<file path="src/rtl/countdown_pkg.sv">
// ============================================================================
// countdown_pkg
// Shared types and constants for the countdown display: converter state enum,
// active-low seven-segment codes {g,f,e,d,c,b,a} and the digit count.
// Revision: 1.0
// ============================================================================
`default_nettype none

package countdown_pkg;

   typedef enum logic [1:0] {
      ST_IDLE   = 2'd0,
      ST_SHIFT  = 2'd1,
      ST_COMMIT = 2'd2
   } conv_state_e;

   localparam logic [6:0] SEG_0     = 7'b1000000;
   localparam logic [6:0] SEG_1     = 7'b1111001;
   localparam logic [6:0] SEG_2     = 7'b0100100;
   localparam logic [6:0] SEG_3     = 7'b0110000;
   localparam logic [6:0] SEG_4     = 7'b0011001;
   localparam logic [6:0] SEG_5     = 7'b0010010;
   localparam logic [6:0] SEG_6     = 7'b0000010;
   localparam logic [6:0] SEG_7     = 7'b1111000;
   localparam logic [6:0] SEG_8     = 7'b0000000;
   localparam logic [6:0] SEG_9     = 7'b0010000;
   localparam logic [6:0] SEG_BLANK = 7'b1111111;

   localparam int NUM_DIGITS = 4;

   function automatic logic [6:0] seg_encode(input logic [3:0] digit);
      logic [6:0] code;
      case (digit)
         4'd0:    code = SEG_0;
         4'd1:    code = SEG_1;
         4'd2:    code = SEG_2;
         4'd3:    code = SEG_3;
         4'd4:    code = SEG_4;
         4'd5:    code = SEG_5;
         4'd6:    code = SEG_6;
         4'd7:    code = SEG_7;
         4'd8:    code = SEG_8;
         4'd9:    code = SEG_9;
         default: code = SEG_BLANK;
      endcase
      return code;
   endfunction

endpackage

`default_nettype wire

</file>
<file path="src/rtl/bin2bcd_seq.sv">
// ============================================================================
// bin2bcd_seq
// Sequential double-dabble converter: 8-bit binary to hundreds/tens/ones BCD,
// one shift per cycle, followed by a single COMMIT cycle that pulses done.
// Revision: 1.0
// ============================================================================
`default_nettype none

module bin2bcd_seq
   import countdown_pkg::*;
(
   input  logic       clk,
   input  logic       reset_n,
   input  logic       start,
   input  logic [7:0] bin,
   output logic       busy,
   output logic       done,
   output logic [1:0] hundreds,
   output logic [3:0] tens,
   output logic [3:0] ones
);

   conv_state_e state_q, state_d;
   logic [7:0]  bin_q, bin_d;
   logic [9:0]  bcd_q, bcd_d;
   logic [2:0]  cnt_q, cnt_d;
   logic [3:0]  w_tens_adj;
   logic [3:0]  w_ones_adj;

   always_ff @(posedge clk or negedge reset_n) begin
      if (!reset_n) begin
         state_q <= ST_IDLE;
         bin_q   <= '0;
         bcd_q   <= '0;
         cnt_q   <= '0;
      end else begin
         state_q <= state_d;
         bin_q   <= bin_d;
         bcd_q   <= bcd_d;
         cnt_q   <= cnt_d;
      end
   end

   // Hundreds never reaches 5 for an 8-bit input, so only tens/ones need the +3 fix-up.
   assign w_tens_adj = (bcd_q[7:4] >= 4'd5) ? bcd_q[7:4] + 4'd3 : bcd_q[7:4];
   assign w_ones_adj = (bcd_q[3:0] >= 4'd5) ? bcd_q[3:0] + 4'd3 : bcd_q[3:0];

   always_comb begin
      state_d = state_q;
      bin_d   = bin_q;
      bcd_d   = bcd_q;
      cnt_d   = cnt_q;
      case (state_q)
         ST_IDLE: begin
            if (start) begin
               state_d = ST_SHIFT;
               bin_d   = bin;
               bcd_d   = '0;
               cnt_d   = '0;
            end
         end
         ST_SHIFT: begin
            {bcd_d, bin_d} = {bcd_q[8], w_tens_adj, w_ones_adj, bin_q, 1'b0};
            cnt_d          = cnt_q + 3'd1;
            if (cnt_q == 3'd7) begin
               state_d = ST_COMMIT;
            end
         end
         ST_COMMIT: state_d = ST_IDLE;
         default:   state_d = ST_IDLE;
      endcase
   end

   always_comb begin
      busy     = (state_q != ST_IDLE);
      done     = (state_q == ST_COMMIT);
      hundreds = bcd_q[9:8];
      tens     = bcd_q[7:4];
      ones     = bcd_q[3:0];
   end

endmodule

`default_nettype wire

</file>
<file path="src/rtl/countdown_display.sv">
// ============================================================================
// countdown_display
// Converts the countdown value to BCD, multiplexes three significant digits
// with leading-zero blanking, and blinks the display while the value is zero.
// Revision: 1.0
// ============================================================================
`default_nettype none

module countdown_display
   import countdown_pkg::*;
#(
   parameter int REFRESH_DIV = 100000,
   parameter int BLINK_DIV   = 250
) (
   input  logic                  clk,
   input  logic                  reset_n,
   input  logic [7:0]            value,
   output logic [6:0]            seg,
   output logic [NUM_DIGITS-1:0] an,
   output logic                  zero,
   output logic                  busy
);

   localparam int REF_W = (REFRESH_DIV > 1) ? $clog2(REFRESH_DIV) : 1;
   localparam int BLK_W = (BLINK_DIV > 1) ? $clog2(BLINK_DIV) : 1;
   localparam logic [REF_W-1:0] REF_MAX = REF_W'(REFRESH_DIV - 1);
   localparam logic [BLK_W-1:0] BLK_MAX = BLK_W'(BLINK_DIV - 1);

   logic                  w_busy, w_done, w_start, w_tick;
   logic [1:0]            w_hund;
   logic [3:0]            w_tens, w_ones;
   logic [6:0]            w_seg_new;
   logic [NUM_DIGITS-1:0] w_an_new;

   logic [7:0]            last_q, last_d;
   logic                  force_q, force_d;
   logic [1:0]            hund_q, hund_d;
   logic [3:0]            tens_q, tens_d;
   logic [3:0]            ones_q, ones_d;
   logic                  zero_q, zero_d;
   logic [REF_W-1:0]      ref_q, ref_d;
   logic [1:0]            idx_q, idx_d;
   logic                  on_q, on_d;
   logic [BLK_W-1:0]      bcnt_q, bcnt_d;
   logic [6:0]            seg_q, seg_d;
   logic [NUM_DIGITS-1:0] an_q, an_d;

   bin2bcd_seq u_conv (
      .clk      (clk),
      .reset_n  (reset_n),
      .start    (w_start),
      .bin      (value),
      .busy     (w_busy),
      .done     (w_done),
      .hundreds (w_hund),
      .tens     (w_tens),
      .ones     (w_ones)
   );

   // Change detection is only armed while the converter is idle.
   assign w_start = !w_busy && ((value != last_q) || force_q);
   assign w_tick  = (ref_q == REF_MAX);

   always_comb begin
      last_d  = w_start ? value : last_q;
      force_d = w_start ? 1'b0 : force_q;
      ref_d   = w_tick ? '0 : ref_q + REF_W'(1);
      idx_d   = w_tick ? idx_q + 2'd1 : idx_q;
      hund_d  = w_done ? w_hund : hund_q;
      tens_d  = w_done ? w_tens : tens_q;
      ones_d  = w_done ? w_ones : ones_q;
      zero_d  = w_done ? (w_hund == 2'd0 && w_tens == 4'd0 && w_ones == 4'd0) : zero_q;
      on_d    = on_q;
      bcnt_d  = bcnt_q;
      if (!zero_d) begin
         on_d   = 1'b1;
         bcnt_d = '0;
      end else if (w_tick) begin
         if (bcnt_q == BLK_MAX) begin
            on_d   = !on_q;
            bcnt_d = '0;
         end else begin
            bcnt_d = bcnt_q + BLK_W'(1);
         end
      end
   end

   // Outputs are rebuilt from next-state values so a tick and a commit on the same edge agree.
   always_comb begin
      w_seg_new = SEG_BLANK;
      case (idx_d)
         2'd0: w_seg_new = seg_encode(ones_d);
         2'd1: w_seg_new = (hund_d == 2'd0 && tens_d == 4'd0) ? SEG_BLANK : seg_encode(tens_d);
         2'd2: w_seg_new = (hund_d == 2'd0) ? SEG_BLANK : seg_encode({2'b00, hund_d});
         2'd3: w_seg_new = SEG_BLANK;
         default: w_seg_new = SEG_BLANK;
      endcase
      w_an_new = on_d ? ~(NUM_DIGITS'(1) << idx_d) : '1;
      seg_d    = (w_tick || w_done) ? w_seg_new : seg_q;
      an_d     = (w_tick || w_done) ? w_an_new : an_q;
   end

   always_ff @(posedge clk or negedge reset_n) begin
      if (!reset_n) begin
         last_q  <= '0;
         force_q <= 1'b1;
         hund_q  <= '0;
         tens_q  <= '0;
         ones_q  <= '0;
         zero_q  <= 1'b1;
         ref_q   <= '0;
         idx_q   <= '0;
         on_q    <= 1'b1;
         bcnt_q  <= '0;
         seg_q   <= SEG_BLANK;
         an_q    <= '1;
      end else begin
         last_q  <= last_d;
         force_q <= force_d;
         hund_q  <= hund_d;
         tens_q  <= tens_d;
         ones_q  <= ones_d;
         zero_q  <= zero_d;
         ref_q   <= ref_d;
         idx_q   <= idx_d;
         on_q    <= on_d;
         bcnt_q  <= bcnt_d;
         seg_q   <= seg_d;
         an_q    <= an_d;
      end
   end

   assign seg  = seg_q;
   assign an   = an_q;
   assign zero = zero_q;
   assign busy = w_busy;

endmodule

`default_nettype wire

</file>
<file path="config.mk">
export PLATFORM = sky130hd
export DESIGN_NAME = countdown_display
export DESIGN_NICKNAME = d
export VERILOG_FILES = /design/src/rtl/countdown_pkg.sv /design/src/rtl/bin2bcd_seq.sv /design/src/rtl/countdown_display.sv
export SDC_FILE = /design/constraint.sdc
export NUM_CORES = 1
export LEC_CHECK = 0
export ABC_AREA = 1
export BUFFER_PORTS_ARGS = -buffer_cell sky130_fd_sc_hd__buf_4
export CAP_MARGIN = 20
export CORE_AREA = 2 2 102 143
export DETAILED_ROUTE_END_ITERATION = 10
export DIE_AREA = 0 0 104 145
export SYNTH_ARGS = -nofsm -noshare
export SYNTH_HDL_FRONTEND = slang
export SYNTH_HIERARCHICAL = 1
export SYNTH_SLANG_ARGS = --single-unit
</file>
<file path="constraint.sdc">
create_clock -name clk -period 5.7 [get_ports clk]
set_clock_uncertainty 0.2 [all_clocks]
set_input_delay 0.855 -clock clk [delete_from_list [all_inputs] [get_ports clk]]
set_output_delay 0.855 -clock clk [all_outputs]
set_load 0.02 [all_outputs]
</file>
==> results.toml, run 1 <==
[global_routing]
use_met1 = 0.156
top_usage_layer = "met2"
grt_pass1_vias = 3915
grt-ovfl-total = 0
grt.met2_usage = 0.247
grt_pass1_wl_um = 17300
grt_usage = 0.139
antenna_found_initial = 0
grt_max_degree = 83
met3_usage = 0.0355

[layout]
area_growth_pct = 14.2
fin_util = 0.391
n_antenna_cell = 0
nets = 654
drive_gt1_frac = 0.146

[sta]
max_freq_ghz = 0.302
slew_headroom = 0.538
worst_slew_pin_slew_ns = 0.690
slew_viol_final = 0
finalCritPeriodShare = 0.580
rsz0062_at_grt = "false"
setup_viol = 0
post-route-min-period_ns = 3.31
tns_ns = 0
hold_viol_final = 0

[clocking]
clock_sinks = 82
cts_buffers = 9
clk_pin_slew_worst_paths_ns = 0.06
clkLatencyLatePin_ns = 0.34
ctsResizeCount = 0
cts_setup_buffers = 0
cts-root-buf = "clkbuf_16"
clockBufferDepth = 2
cts_hold_buf = 0
cts_tree = "built"
htreeDepth = 3

[yosys]
synth_cells = 599
ys.flop_type = "dfrtp_1"
synth_area_leader_cell = "dfrtp_1"
synth_top_cell_area_share = 0.360
synth_enable_flop_cells = 0
synth_area_leaders = "dfrtp_1 (36%), nand2_1 (12%), dfstp_2 (7.8%)"
synth_common_cells = "nand2_1 (149), inv_1 (73), dfrtp_1 (68)"
async_flop_share = 1.00
syn-num-nets = 629
ys_seq_elements = 82
avgSynthCellArea_um2 = 7.89
yosys_warnings = 6
synth.most_common_cell = "nand2_1"
netlist_area_um2 = 4730
synth_cell_types = 37
ys_seq_area_frac = 0.438

[floorplan]
initial_core_util = 0.343
chipHeight_um = 145
ioPinCount = 23
dieWidth_um = 104
die-area_um2 = 15100
rows = 51
coreArea_um2 = 13800

[pwr]
swShare = 0.381
seq_power_share = 0.358
internal_power_w = 0.00157
combPwrFrac = 0.386
power_switching_w = 0.000965
ir_drop_v = 0.000251
p_leak_nw = 2.66
p_clk_frac = 0.256
power_density_nw_per_um2 = 469

[critical_path]
crit_path_cell_trace = "nor2_1 -> inv_2 -> o21ai_0 -> inv_1 -> ha_1 -> inv_1 -> nor2_1 -> o21ai_0 -> nand3_1 -> nand3_1 -> nand2_1 -> inv_1"
crit_path_top_delay_cell = "nor2_1"
cpMostUsedCell = "inv_1"
critical_path_class = "flop to flop"
required_ns = 5.79
cp-end-kind = "flop"
startpoint_type = "flop"
crit_fanout = 13
r2r_setup_slack_ns = 2.39
slowest_delay_ns = 0.60
arrival_ns = 3.39

[detailed_routing]
routed_wl_um = 9800
routedWlPerCell_um = 12.0
drt_iter0_drc = 155
vias = 3869
drc = 0
ant_nets = 0
viasPerCell = 4.75
drt_pass1_iterations = 4

[run_status]
status = "completed"

[run]
cap_violations = 0

[placement]
dp_hpwl_um = 7090
port_buffers = 22
gp_congestion = 0.868

[worst_hold_path]
hold_class = "input port to asynchronous set/reset pin"
## cells by family (layout without fill, tap and decap cells)
kind of cell | after synthesis | in the layout | synth area share
buffers and inverters | 92 | 122 | 0.0871
XOR/XNOR | 15 | 15 | 0.0278
adder cells (fa/ha/maj) | 20 | 20 | 0.0530
AND/OR/NAND/NOR | 309 | 309 | 0.298
flip-flops | 82 | 82 | 0.438
AO/OA/AOI/OAI | 81 | 81 | 0.0961
## power by group through the flow
stage               combinational (W)  sequential (W)  clock [W]
floorplan                    0.000727        0.000926          0
global placement             0.000951        0.000914          0
detailed placement           0.000981        0.000919          0
CTS                          0.000984        0.000910   0.000669
global route                  0.00112        0.000930   0.000696
finish                       0.000978        0.000907   0.000648
## cell type report
class | count | area, µm²
flip-flops and latches | 82 | 2070
repair buffers | 23 | 193
clock buffers | 12 | 267
inverters | 83 | 318
fillers | 1426 | 8390
well taps | 185 | 231
clock inverters | 4 | 72.6
multi-input cells | 425 | 2240
## worst paths after layout
path | startpoint | end | cells past startpoint
setup reg to reg | u_conv/state_q[0] | seg[3] | 12
min in group clk | force_q | force_q | 2
hold / removal | reset_n | ref_q[4] | 1
max in group asynchronous | reset_n | force_q | 2
hold reg to reg | force_q | force_q | 2
setup / recovery | u_conv/state_q[0] | seg[3] | 12
## critical path: cells and delay by family, from the launching register on
| family | cells | cell delay, ns |
|---|---|---|
| buf+inv | 4 | 0.60 |
| compound gates | 2 | 0.69 |
| flops | 1 | 0.50 |
| fa+ha+maj | 1 | 0.33 |
| simple gates | 5 | 0.94 |
## sequential cells by signal, summed over array words and instances, names as in the netlist
register,count
ref_q,17
u_conv/cnt_q,3
an,4
u_conv/bin_q,8
u_conv/bcd_q,10
bcnt_q,8
last_q,8
hund_q,2
zero,1
ones_q,4
force_q,1
seg,7
idx_q,2
tens_q,4
on_q,1
u_conv/state_q,2
## layout by cell type, fill, tap and decap left out, types with 2 or more instances in the layout
master,instances
nand2_1,149
inv_1,73
dfrtp_1,68
nand3_1,57
nor2_1,46
o21ai_0,36
a21oi_1,22
buf_4,22
ha_1,20
xor2_1,14
dfstp_2,14
nand4_1,13
nor3_1,10
o21ai_1,9
clkbuf_16,9
nand2_2,8
or2_2,8
inv_2,7
nand3b_1,4
o21ai_2,4
nor3b_1,3
o22ai_1,3
clkbuf_8,3
a22o_1,3
nor2_2,2
nor2_4,2
nand3_2,2
nor4_1,2
o21bai_1,2
clkinv_2,2
nand2_4,2
bufinv_16,2
## layer usage
| metal | wire length (µm) | vias to the layer above | share of wire |
|---|---|---|---|
| met5 | 0 | - | 0 |
| met4 | 173 | 0 | 0.018 |
| met3 | 271 | 12 | 0.028 |
| met2 | 5000 | 48 | 0.51 |
| met1 | 4350 | 1827 | 0.44 |
| li1 | - | 1982 | - |
## stage by stage
| stage | total power [W] | area [µm²] | setup slack, ns | hold WS (ns) | instances |
|---|---|---|---|---|---|
| finish | 0.00253 | 5400 | 2.39 | 0.228 | 814 |
| global route | 0.00275 | 5400 | 2.02 | 0.233 | 814 |
| CTS | 0.00256 | 5370 | 2.32 | 0.249 | 813 |
| detailed placement | 0.00190 | 5030 | 2.35 | 0.240 | 797 |
| global placement | 0.00187 | 5030 | 2.48 | 0.241 | 797 |
| floorplan | 0.00165 | 4730 | 3.15 | 0.223 | 599 |
Power figures use the tool's default switching activity.
==> run 2, diff against run 1 <==
==> constraint.sdc (replaced) <==
create_clock -name clk -period 3.2 [get_ports clk]
set_clock_uncertainty 0.2 [all_clocks]
set_input_delay 0.48 -clock clk [delete_from_list [all_inputs] [get_ports clk]]
set_output_delay 0.48 -clock clk [all_outputs]
set_load 0.02 [all_outputs]
==> run 2 against run 1 <==
Against the previous run: setup slack worse by 1.9 ns; clock power is 84% higher; via count is 0.72% higher; critical path depth is 1 higher; critical endpoint unchanged.
==> results.toml, run 2 (synthesis results as in run 1) <==
[floorplan]
coreArea_um2 = 13800
chipHeight_um = 145
rows = 51
initial_core_util = 0.343
dieWidth_um = 104
ioPinCount = 23
die-area_um2 = 15100

[layout]
layout_common_cells = "nand2_1 (149), inv_1 (73), dfrtp_1 (68)"
top_register = "ref_q"
layout_commonest_cell = "nand2_1"
largestRegisters = "ref_q (17), u_conv/bcd_q (10)"
area_growth_pct = 14.6
fin_cells = 816
n_antenna_cell = 0
largest_reg_flops = 17
nets = 656
drive_gt1_frac = 0.146

[sta]
tns_ns = 0
post-route-min-period_ns = 2.69
finalCritPeriodShare = 0.840
setup_viol = 0
hold_viol_final = 0
timing.hold.ws_ns = 0.168
max_freq_ghz = 0.372
rsz0062_at_grt = "false"
slew_headroom = 0.587
worst_slew_pin_slew_ns = 0.613
slew_viol_final = 0
finalWorstSetupSlack_ns = 0.513

[worst_hold_path]
hold_start = "value[6]"
whs_endpoint = "last_q[6]"
hold_class = "input port to flop"
hold_depth = 3

[clocking]
clk_pin_slew_worst_paths_ns = 0.06
ctsResizeCount = 0
clkLatencyLatePin_ns = 0.34
htreeDepth = 3
clock_sinks = 82
cts_setup_buffers = 0
cts_buffers = 9
cts_tree = "built"
clockBufferDepth = 2
cts-root-buf = "clkbuf_16"

[critical_path]
slowest_delay_ns = 0.53
required_ns = 3.27
crit_path_cell_trace = "nor2_1 -> buf_4 -> o21ai_0 -> inv_1 -> ha_1 -> inv_1 -> nand2_1 -> nand3_1 -> nand3_1 -> a21oi_1 -> nand3_1 -> nand2_1 -> inv_1"
critical_path_class = "flop to flop"
reg2reg_depth = 13
timing.rr.end = "seg[3]"
arrival_ns = 2.76
crit_family = "compound AO/OA/AOI/OAI gates"
cp_num_buf_inv = 4
setup.worst_path.start = "u_conv/state_q[0]"
cp-end-kind = "flop"
startpoint_type = "flop"
crit_path_top_delay_cell = "dfrtp_1"
crit_fanout = 10
r2r-start = "u_conv/state_q[0]"
r2r_setup_slack_ns = 0.51

[placement]
dp.cells = 798
dp_hpwl_um = 7230
gp_congestion = 0.880
place_ws_ns = 0.421
port_buffers = 22

[detailed_routing]
viasPerCell = 4.78
routed_wl_um = 9940
ant_nets = 0
routedWlPerCell_um = 12.2
vias = 3897
drt_iter0_drc = 202
drt_pass1_iterations = 4
drc = 0

[run]
cap_violations = 0

[global_routing]
grt_max_degree = 83
grt_pass1_wl_um = 17700
antenna_found_initial = 0
grt_usage = 0.142
grt_pass1_vias = 3940
grt-ovfl-total = 0

[pwr]
p_leak_nw = 2.66
finalPower_w = 0.00454
ir_drop_v = 0.000389
power_density_nw_per_um2 = 839

[run_status]
status = "completed"
[run 2: cell count changes in the layout (fill, tap and decap cells not counted), sizes merged]
cell	delta
clkbuf	-2
clkinv	+1
dlygate4sd3	+1
buf	+1
bufinv	+1
[run 2: worst reg2reg max path: cells and delay by family (launching register included)]
family / cells / cell delay, ns
AO/OA/AOI/OAI: 2 / 0.69
adder cells (fa/ha/maj): 1 / 0.23
buffers and inverters: 4 / 0.43
flip-flops: 1 / 0.53
AND/OR/NAND/NOR: 6 / 0.55
[run 2: area by class of cell]
class / instances / area (µm²)
clock buffer: 10 / 229
clock inverter: 6 / 115
fill: 1437 / 8370
inverter: 83 / 318
multi-input combinational: 425 / 2240
sequential: 82 / 2070
tap: 185 / 231
timing repair buffer: 25 / 210
[run 2: power by group]
| part | internal (W) | switching (W) |
|---|---|---|
| Sequential | 0.00139 | 0.000233 |
| Clock | 0.000765 | 0.000424 |
| Combinational | 0.000660 | 0.00107 |
[run 2: how the worst max path moves through the flow]
stage | end | slack (ns) | cells past startpoint
global placement | u_conv/bin_q[7] | 0.56 | 11
floorplan | seg[3] | 0.78 | 14
finish | seg[3] | 0.51 | 13
CTS | seg[1] | 0.52 | 11
detailed placement | u_conv/bin_q[6] | 0.42 | 11
global route | seg[2] | 0.19 | 14
[run 2: what timing repair did]
| item | in CTS | in global routing |
|---|---|---|
| endpoints found under the hold margin | 0 | 11 |
| hold buffers | 0 | 1 |
| endpoints found under the setup margin | 0 | 0 |
[run 2: stage by stage]
step                      instance area [µm²]   util
final                                    5420  0.393
after CTS                                5380  0.390
after global placement                   5040  0.365
after floorplan                          4730      -
after global routing                     5420  0.393
after detailed placement                 5040  0.365
[run 2: layer usage]
layer / vias to the layer above / routed length (µm) / track usage / part of all wire
li1: 1995 / - / - / -
met4: 0 / 301 / 0.0743 / 0.030
met3: 25 / 226 / 0.0229 / 0.023
met1: 1814 / 4320 / 0.164 / 0.43
met2: 63 / 5090 / 0.249 / 0.51
met5: - / 0 / 0 / 0
==> run 3, diff against run 2 <==
--- a/config.mk
+++ b/config.mk
@@ -5,7 +5,7 @@
 export SDC_FILE = /design/constraint.sdc
 export NUM_CORES = 1
 export LEC_CHECK = 0
-export ABC_AREA = 1
+export ABC_AREA = 0
 export BUFFER_PORTS_ARGS = -buffer_cell sky130_fd_sc_hd__buf_4
 export CAP_MARGIN = 20
 export CORE_AREA = 2 2 102 143
==> constraint.sdc (replaced) <==
create_clock -name clk -period 2.3 [get_ports clk]
set_clock_uncertainty 0.2 [all_clocks]
set_input_delay 0.345 -clock clk [delete_from_list [all_inputs] [get_ports clk]]
set_output_delay 0.345 -clock clk [all_outputs]
set_load 0.02 [all_outputs]
==> run 3 against run 2 <==
Against the previous run: the run now ends with setup timing left; clock power is 32% higher; first-iteration DRC count fell by 28%; non-clock buffer count is 75 higher; hold slack lost 0.10 ns; critical endpoint is now seg[4]; largest cell class unchanged.
==> results.toml, run 3 <==
[run_status]
status = "complete, but fails checks"
failed_checks = "setup timing"

[global_routing]
grt_pass1_vias = 4280
grt_max_degree = 38
grt_pass1_wl_um = 20000
antenna_found_initial = 0
grt-ovfl-total = 0
grt_usage = 0.164

[yosys]
synth_cells = 492
avgSynthCellArea_um2 = 9.62
synth.most_common_cell = "dfrtp_1"
synth_common_cells = "dfrtp_1 (68), nand2_1 (42), nor2_1 (35)"
synth_enable_flop_cells = 0
netlist_area_um2 = 4730
ys.flop_type = "dfrtp_1"
synth_top_cell_area_share = 0.359
ys_seq_elements = 82
yosys_warnings = 6
ys_seq_area_frac = 0.437
async_flop_share = 1.00
syn-num-nets = 522
synth_area_leader_cell = "dfrtp_1"
synth_area_leaders = "dfrtp_1 (36%), dfstp_2 (7.8%), ha_1 (5.3%)"
synth_cell_types = 66

[detailed_routing]
ant_nets = 0
wl_met2_um = 6550
drt_iter0_drc = 146
routedWlPerCell_um = 15.5
routed_wl_um = 12000
wl_met3_um = 349
drc = 0
highest_layer = "met4"
drt-met1-wl_um = 4960
vias = 4005
viasPerCell = 5.17
drt_pass1_iterations = 4

[layout]
nets = 615
drive_gt1_frac = 0.307
layout_commonest_cell = "buf_4"
largestRegisters = "ref_q (17), u_conv/bcd_q (10)"
area_growth_pct = 30.0
top_register = "ref_q"
n_antenna_cell = 0
layout_common_cells = "buf_4 (93), dfrtp_1 (68), nand2_1 (42)"
largest_reg_flops = 17

[pwr]
swShare = 0.383
power_density_nw_per_um2 = 1180
combPwrFrac = 0.467
p_clk_frac = 0.215
internal_power_w = 0.00450
ir_drop_v = 0.000513
power_switching_w = 0.00279
p_leak_nw = 2.67
seq_power_share = 0.317

[sta]
slew_headroom = 0.660
rsz0062_at_grt = "true"
max_freq_ghz = 0.413
post-route-min-period_ns = 2.42
slew_viol_final = 0
worst_slew_pin_slew_ns = 0.510
setup_viol = 6
finalWorstSetupSlack_ns = -0.119
hold_viol_final = 0
timing.hold.ws_ns = 0.0651
tns_ns = -0.279
finalCritPeriodShare = 1.05

[placement]
gp_congestion = 0.875
dp_hpwl_um = 8950
port_buffers = 22
place_ws_ns = -0.103

[worst_hold_path]
hold_depth = 2
whs_endpoint = "last_q[3]"
hold_start = "value[3]"
hold_class = "input port to flop"

[floorplan]
dieWidth_um = 104
coreArea_um2 = 13800
rows = 51
initial_core_util = 0.344
chipHeight_um = 145
die-area_um2 = 15100
ioPinCount = 23

[clocking]
htreeDepth = 3
cts_buffers = 9
clockBufferDepth = 2
clkLatencyLatePin_ns = 0.34
cts-root-buf = "clkbuf_16"
clk_pin_slew_worst_paths_ns = 0.06
cts_tree = "built"
clock_sinks = 82

[critical_path]
crit_fanout = 5
r2r_setup_slack_ns = -0.12
reg2reg_depth = 10
timing.rr.end = "seg[4]"
setup.worst_path.start = "u_conv/state_q[0]"
required_ns = 2.37
r2r-start = "u_conv/state_q[0]"
arrival_ns = 2.49
cp-end-kind = "flop"
startpoint_type = "flop"
critical_path_class = "flop to flop"

[run]
cap_violations = 0
## run 3: cell count changes after synthesis, sizes merged, moves of 12 or more
cell	before	now
nand2	159	43
inv	81	28
nand3	60	16
o21ai	50	26
xnor2	1	19
nor2	50	35
nor2b	0	15
a21oi	22	34
## run 3: repair_timing
action	CTS	global route
hold endpoints to repair	24	0
buffers inserted	4	4
endpoints found under the setup margin	7	14
hold buffers	1	0
pin swaps	2	8
resized for setup	5	15
## run 3: critical path, stage by stage, from the launching register on
cell	delay (ns)
dfrtp_1	0.41
nor2b_4	0.20
buf_6	0.13
mux2i_4	0.29
ha_4	0.18
nand2_1	0.06
a211oi_2	0.22
o32ai_1	0.14
maj3_2	0.32
o211ai_2	0.13
a21oi_1	0.08
## run 3: cell type report
type | instances | area (µm²)
inverter | 29 | 111
fill | 1339 | 7630
tap | 185 | 231
clock inverter | 5 | 87.6
multi-input combinational | 363 | 2630
sequential | 82 | 2070
timing repair buffer | 100 | 793
clock buffer | 11 | 233
## run 3: per-stage QoR
step / cells / area (µm²) / power, W / utilization
2_1_floorplan: 492 / 4880 / 0.00450 / -
3_5_place_dp: 750 / 5700 / 0.00565 / 0.413
3_3_place_gp: 750 / 5700 / 0.00557 / 0.413
5_1_grt: 775 / 6160 / 0.00781 / 0.447
6_report: 775 / 6160 / 0.00729 / 0.447
4_1_cts: 771 / 6070 / 0.00731 / 0.440
## run 3: per-layer routing
metal	vias up	GRT usage
met3	15	0.0310
met1	1977	0.180
li1	1952	-
met2	61	0.307
met5	-	0
met4	0	0.0615
## run 3: cell families after synthesis
group                    after synthesis  synth area share
AO/OA/AOI/OAI                        132             0.187
AND/OR/NAND/NOR                      161             0.178
buffers and inverters                 47            0.0433
multiplexers                          21            0.0470
XOR/XNOR                              28            0.0518
adder cells (fa/ha/maj)               21            0.0552
flip-flops                            82             0.437
## run 3: worst max-delay path by stage
stage | slack [ns] | endpoint
after global placement | -0.09 | seg[4]
after CTS | -0.10 | seg[4]
after floorplan | -0.38 | seg[4]
after detailed placement | -0.10 | seg[5]
final | -0.12 | seg[4]
after global routing | -0.24 | seg[4]
## run 3: power by group through the flow
stage               Clock (W)  Combinational, W  Sequential (W)
floorplan                   0           0.00210         0.00240
global placement            0           0.00325         0.00232
detailed placement          0           0.00332         0.00233
CTS                   0.00161           0.00339         0.00231
global route          0.00166           0.00378         0.00238
finish                0.00157           0.00341         0.00231
